## config.mk

```make
export PLATFORM = sky130hd
export DESIGN_NAME = div_int
export DESIGN_NICKNAME = d
export VERILOG_FILES = /design/src/rtl/div_int.sv
export SDC_FILE = /design/constraint.sdc
export NUM_CORES = 1
export LEC_CHECK = 0
export ABC_CLOCK_PERIOD_IN_PS = 3200
export BUFFER_PORTS_ARGS = -buffer_cell sky130_fd_sc_hd__buf_2
export CELL_PAD_IN_SITES_DETAIL_PLACEMENT = 1
export CELL_PAD_IN_SITES_GLOBAL_PLACEMENT = 1
export CORE_MARGIN = 5
export CORE_UTILIZATION = 43
export CTS_CLUSTER_DIAMETER = 150
export DETAILED_ROUTE_END_ITERATION = 6
export GPL_TIMING_DRIVEN = 0
export PLACE_DENSITY_LB_ADDON = 0.08
export SYNTH_ARGS = -nofsm -noshare
export SYNTH_HDL_FRONTEND = slang
export SYNTH_SLANG_ARGS = --single-unit
```

## constraint.sdc

```tcl
create_clock -name clk -period 3.2 [get_ports clk]
set_input_delay 0.16 -clock clk [delete_from_list [all_inputs] [get_ports clk]]
set_output_delay 0.16 -clock clk [all_outputs]
set_load 0.03 [all_outputs]
```

## src/rtl/div_int.sv

```systemverilog
// div_int: sequential restoring divider, one quotient bit per clock.
// Define DIV_SIGNED_EN to enable the run-time signed mode (sgn input).
module div_int #(
  parameter int WIDTH = 8
) (
  input  logic             clk,
  input  logic             rst,
  input  logic             start,
  input  logic             sgn,
  input  logic [WIDTH-1:0] a,
  input  logic [WIDTH-1:0] b,
  output logic             busy,
  output logic             done,
  output logic             valid,
  output logic             dbz,
  output logic             ovf,
  output logic [WIDTH-1:0] val,
  output logic [WIDTH-1:0] rem
);

  localparam int CW = $clog2(WIDTH + 1);
  localparam logic [CW-1:0] LAST = CW'(WIDTH - 1);

  typedef enum logic {IDLE, RUN} state_t;

  state_t state, state_n;

  logic [CW-1:0]    cnt;
  logic [WIDTH-1:0] acc;
  logic [WIDTH-1:0] quo;
  logic [WIDTH-1:0] divs;
  logic [WIDTH:0]   acc_sh;
  logic [WIDTH:0]   diff;
  logic [WIDTH-1:0] rem_n;
  logic [WIDTH-1:0] quo_n;
  logic [WIDTH-1:0] mag_a;
  logic [WIDTH-1:0] mag_b;
  logic [WIDTH-1:0] q_fin;
  logic [WIDTH-1:0] r_fin;
  logic             ge;
  logic             accept;
  logic             last;
  logic             dbz_hit;
  logic             ovf_hit;

  assign busy    = (state == RUN);
  assign accept  = (state == IDLE) && start;
  assign last    = (state == RUN) && (cnt == LAST);
  assign dbz_hit = (b == '0);

  // acc < divisor always holds, so the borrow bit alone decides ge
  assign acc_sh = {acc, quo[WIDTH-1]};
  assign diff   = acc_sh - {1'b0, divs};
  assign ge     = ~diff[WIDTH];
  assign rem_n  = ge ? diff[WIDTH-1:0] : acc_sh[WIDTH-1:0];
  assign quo_n  = {quo[WIDTH-2:0], ge};

`ifdef DIV_SIGNED_EN
  logic qneg, rneg;
  logic qneg_in, rneg_in;

  assign ovf_hit = sgn
    & (a == {1'b1, {(WIDTH-1){1'b0}}})
    & (&b);
  assign qneg_in = sgn & (a[WIDTH-1] ^ b[WIDTH-1]);
  assign rneg_in = sgn & a[WIDTH-1];
  assign mag_a   = rneg_in ? -a : a;
  assign mag_b   = (sgn & b[WIDTH-1]) ? -b : b;
  assign q_fin   = qneg ? -quo_n : quo_n;
  assign r_fin   = (rneg && (rem_n != '0)) ? -rem_n : rem_n;

  always_ff @(posedge clk or posedge rst) begin
    if (rst) begin
      qneg <= 1'b0;
      rneg <= 1'b0;
    end else if (accept) begin
      qneg <= qneg_in;
      rneg <= rneg_in;
    end
  end
`else
  logic sgn_unused;

  assign sgn_unused = sgn;
  assign ovf_hit    = 1'b0;
  assign mag_a      = a;
  assign mag_b      = b;
  assign q_fin      = quo_n;
  assign r_fin      = rem_n;
`endif

  always_ff @(posedge clk or posedge rst) begin
    if (rst) state <= IDLE;
    else     state <= state_n;
  end

  always_comb begin
    state_n = state;
    unique case (state)
      IDLE: if (start && !dbz_hit && !ovf_hit) state_n = RUN;
      RUN:  if (cnt == LAST) state_n = IDLE;
      default: state_n = IDLE;
    endcase
  end

  always_ff @(posedge clk or posedge rst) begin
    if (rst) begin
      cnt   <= '0;
      acc   <= '0;
      quo   <= '0;
      divs  <= '0;
      done  <= 1'b0;
      valid <= 1'b0;
      dbz   <= 1'b0;
      ovf   <= 1'b0;
      val   <= '0;
      rem   <= '0;
    end else begin
      done <= 1'b0;
      if (accept) begin
        valid <= 1'b0;
        dbz   <= 1'b0;
        ovf   <= 1'b0;
        cnt   <= '0;
        if (dbz_hit) begin
          done <= 1'b1;
          dbz  <= 1'b1;
          val  <= '1;
          rem  <= a;
        end else if (ovf_hit) begin
          done <= 1'b1;
          ovf  <= 1'b1;
          val  <= a;
          rem  <= '0;
        end else begin
          acc  <= '0;
          quo  <= mag_a;
          divs <= mag_b;
        end
      end else if (state == RUN) begin
        acc <= rem_n;
        quo <= quo_n;
        cnt <= cnt + 1'b1;
        if (last) begin
          cnt   <= '0;
          val   <= q_fin;
          rem   <= r_fin;
          valid <= 1'b1;
          done  <= 1'b1;
        end
      end
    end
  end

endmodule

```

Yosys cells after proc, flatten, opt, wreduce, memory -nomap -nowiden --
Index checks and enable logic that the tools add are counted.
Storage, ports and cells: word-level logic and storage cells 57, input bits 20, register bits 48, output and inout bits 21
Operators by class: reductions and logical operators 11, add/sub/neg operators 2, bitwise operators 3, eq/ne operators 3, mux-type cells 28
Operators by type and width (count):
- $mux 8 | 15
- $mux 4 | 3
- $mux 1 | 9
- $sub 9x8->9 | 1
- $logic_not 8->1 | 1
- $reduce_and 2->1 | 3
- $add 4x1->4 const B | 1
- $eq 4x3->1 const B | 1
- $reduce_bool 2->1 | 2
- $logic_and 1x1->1 | 3
- $not 1->1 | 3
- $reduce_and 3->1 | 1
- $ne 2x1->1 const B | 1
- $ne 2x2->1 const B | 1
- $pmux 1 s2 | 1
- $logic_not 1->1 | 1

Longest topological paths before layout --
word-level depth 5, gate-level depth with buffers 11, depth with buffers taken out 9

Worst setup path before layout --
No wires, ideal clock.
kind flip-flop to flip-flop, start reg quo[7], end reg rem[1], library setup time 0.126 ns, data arrival time 2.435 ns, data required time 3.074 ns, cell stages (with the launch flop) 11, clock period less this slack 2.561 ns, path slack 0.639 ns, buffers on the path 1, cells stage by stage dfrtp_1 -> inv_1 -> ha_1 -> inv_1 -> fa_1 -> a211oi_4 -> o211ai_1 -> a221o_1 -> buf_6 -> mux2_4 -> a221o_1
Between the ends: longest elaborated chain between the ends 5
Ends and longest elaborated chain:
- from (decl) | line 30 | logic [WIDTH-1:0] quo;
- from (signal assigned) | line 137 | quo <= mag_a;
- from (signal assigned) | line 142 | quo <= quo_n;
- $sub 9x8->9 | line 53 | assign diff = acc_sh - {1'b0, divs};
- $mux 8 | line 55 | assign rem_n = ge ? diff[WIDTH-1:0] : acc_sh[WIDTH-1:0];
- $mux 8 | line 144 | if (last) begin
- $mux 8 | line 140 | end else if (state == RUN) begin
- $mux 8 | line 120 | if (accept) begin
- to (signal assigned) | line 147 | rem <= r_fin;
- to (decl) | line 18 | output logic [WIDTH-1:0] rem
No other way between the ends. The select of a mux whose other input is x is not followed. A chain may end at the register's enable or synchronous reset.

Worst setup path in the final report --
Ends and elaborated chain as after synthesis.

==> flow_summary.json <==
{
  "status": "complete, no violations",
  "grt_max_degree": 41,
  "initial_utilization": 0.438,
  "crit_end": "rem[1]",
  "p_sw_frac": 0.462,
  "p_per_area_nw_per_um2": 1260,
  "cp-start-kind": "flip-flop",
  "worst_pin_slew_ps": 618,
  "globalplace.congestion": 0.786,
  "slew-limit-headroom": 0.586,
  "cts_max_level": 2,
  "regArea_um2": 1200,
  "clk_latency_ps": 310,
  "crit_cells": 10,
  "synth_area_per_cell_um2": 9.47,
  "hold_viol_final": 0,
  "path_class": "flip-flop to flip-flop",
  "cp_num_buf_inv": 3,
  "synth_area_leaders": "dfrtp_1 (47%), o21ai_0 (7.6%), nand2_1 (6.4%)",
  "die_w_um": 87.4,
  "synth_area_leader_cell": "dfrtp_1",
  "n_fill_cell": 687,
  "synthDistinctLibCells": 44,
  "synthMuxAreaShare": 0.0665,
  "switchingPower_mw": 1.74,
  "avgRoutedWirePerCell_um": 17.9,
  "ant_nets": 0,
  "ys_top_cells_by_count": "dfrtp_1 (48), nand2_1 (44), o21ai_0 (39)",
  "cp_top_family": "compound AO/OA/AOI/OAI gates",
  "vias_per_cell": 5.65,
  "nets": 349,
  "cp-end-kind": "flip-flop",
  "clk_path_buf_depth": 2,
  "die_h_um": 87.4,
  "core-area_um2": 5890,
  "setup_viol": 0,
  "cts_tree": "built",
  "synth-edff-count": 0,
  "p_leak_nw": 1.40,
  "synth-simple-area-share": 0.121,
  "rows": 28,
  "p_seq_frac": 0.285,
  "totalNegativeSetupSlack_ps": 0,
  "regToRegStartpoint": "quo[7]",
  "whs_ps": 70.6,
  "numCtsBuffers": 5,
  "mappedNetlistArea_um2": 2580,
  "setup_ws_ps": 321,
  "final_util": 0.507,
  "rr_worst_depth": 10,
  "crit_start": "quo[7]",
  "ioPinCount": 41,
  "peakVddDrop_uv": 525,
  "wl_um": 7080,
  "multi_input_area_um2": 1230,
  "finalCritPeriodShare": 0.900,
  "drv_slew": 0,
  "area_delta_synth_final_pct": 15.8,
  "globalRouteOverflowTotal": 0,
  "cts_sinks": 48,
  "cp_data_required_time_ps": 3400,
  "cts_root_buffer": "clkbuf_8",
  "yosys_warnings": 0,
  "diodes": 0,
  "synthesis.nets": 302,
  "post-cts-setup-buffers": 0,
  "arrival_ps": 3080,
  "ys.flop_type": "dfrtp_1",
  "ys_async_sr_fraction": 1.00,
  "place_ws_ps": 342,
  "synth.most_common_cell": "dfrtp_1",
  "route.detailed.drc": 0,
  "cap_violations": 0,
  "vias": 2231,
  "ctsHoldBuffers": 1,
  "critPathMaxStageDelay_ps": 440,
  "synthXorXnorAreaFrac": 0.0170,
  "synth_fa_ha_area_frac": 0.0515,
  "ys_seq_area_frac": 0.466,
  "path_max_fanout": 6,
  "io_buffers": 38,
  "clkPwrFrac": 0.107,
  "die_area_um2": 7640,
  "timing.fmax_ghz": 0.347,
  "r2r_end": "rem[1]",
  "p_int_mw": 2.02,
  "post_cts_resized": 0,
  "reg2reg_slack_ps": 320,
  "drtPass1Iterations": 4,
  "synth_seq_cells": 48,
  "clk_pin_slew_ps": 90,
  "hold_class": "primary input to flip-flop",
  "synth_top_family_by_area": "compound AO/OA/AOI/OAI gates",
  "rsz0062_at_grt": "false",
  "grt_pass1_wl_um": 12200,
  "slowest_stage": "fa_1",
  "antenna_found_initial": 0,
  "synth_compound_area_frac": 0.221,
  "first_iter_violations": 121,
  "comb_power_share": 0.608,
  "crit_chain": "inv_1 -> ha_1 -> inv_1 -> fa_1 -> a211oi_4 -> o211ai_1 -> a221o_1 -> buf_6 -> mux2_4 -> a221o_1",
  "min_period_ps": 2880,
  "hpwl_um": 5260,
  "finClkSkew_ps": 3.20,
  "grt_pass1_vias": 2378,
  "grtUsageTotal": 0.205,
  "syn_inst": 272,
  "synth.top_cell.area_share": 0.466,
  "drive_gt1_frac": 0.188
}
metal layers:
layer,track usage,vias up,routed length [um]
met5,0,-,0
met4,0.0502,0,76
met3,0.0312,7,221
met2,0.336,33,3350
met1,0.285,1133,3430
li1,-,1058,-
layout by cell type (no fill, tap or decap), types with 4 or more instances in the layout:
master	instances
clkbuf_8	6
inv_1	18
ha_1	9
clkbuf_1	11
mux2_4	4
a21oi_1	14
buf_2	40
o21ai_0	39
a22o_1	6
xor2_1	5
dfrtp_1	48
nor2_1	12
nor3_1	7
a221o_1	6
nand2_1	44
mux2i_1	10
logic make-up after synthesis:
kind of cell,Yosys count
AO/OA/AOI/OAI,86
XOR/XNOR,5
adder cells (fa/ha/maj),10
buffers and inverters,34
flip-flops,48
multiplexers,15
other,1
AND/OR/NAND/NOR,73
layout make-up:
cell class / instances / area share
Buffer: 15 / 0.0235
Clock buffer: 7 / 0.0289
Clock inverter: 1 / 0.00252
Inverter: 19 / 0.0239
Multi-Input combinational cell: 190 / 0.413
Sequential cell: 48 / 0.403
Tap cell: 75 / 0.0314
Timing Repair Buffer: 40 / 0.0738
power groups by stage:
stage / clock network (mW) / logic (mW) / registers [mW]
final: 0.401 / 2.28 / 1.07
after global routing: 0.441 / 2.54 / 1.11
after CTS: 0.408 / 2.30 / 1.07
after detailed placement: 0 / 2.29 / 1.08
after global placement: 0 / 2.20 / 1.07
after floorplan: 0 / 1.57 / 1.23
sequential cells by signal, indices dropped and copies added (netlist names):
register  flops
acc           8
divs          8
quo           8
rem           8
val           8
cnt           4
busy          1
dbz           1
done          1
valid         1
through the flow:
stage | instance area [um2] | cells | total power [mW]
after floorplan | 2580 | 272 | 2.80
after global placement | 2860 | 385 | 3.27
after detailed placement | 2880 | 386 | 3.37
after CTS | 2980 | 395 | 3.78
after global routing | 2980 | 395 | 4.09
final | 2980 | 395 | 3.76
worst min-delay path, delay by kind of cell:
family / cells / cell delay [ps]
compound gates: 1 / 60
buf+inv: 1 / 90
simple gates: 1 / 40
worst min-delay path by stage:
stage	from	to	slack, ps	cells past startpoint
2_1_floorplan	start	cnt[1]	270	1
3_3_place_gp	b[3]	divs[3]	380	3
3_5_place_dp	rst	busy	90	2
4_1_cts	b[3]	divs[3]	60	3
5_1_grt	b[3]	divs[3]	90	3
6_report	b[3]	divs[3]	70	3
(Power assumes the default switching activity.)
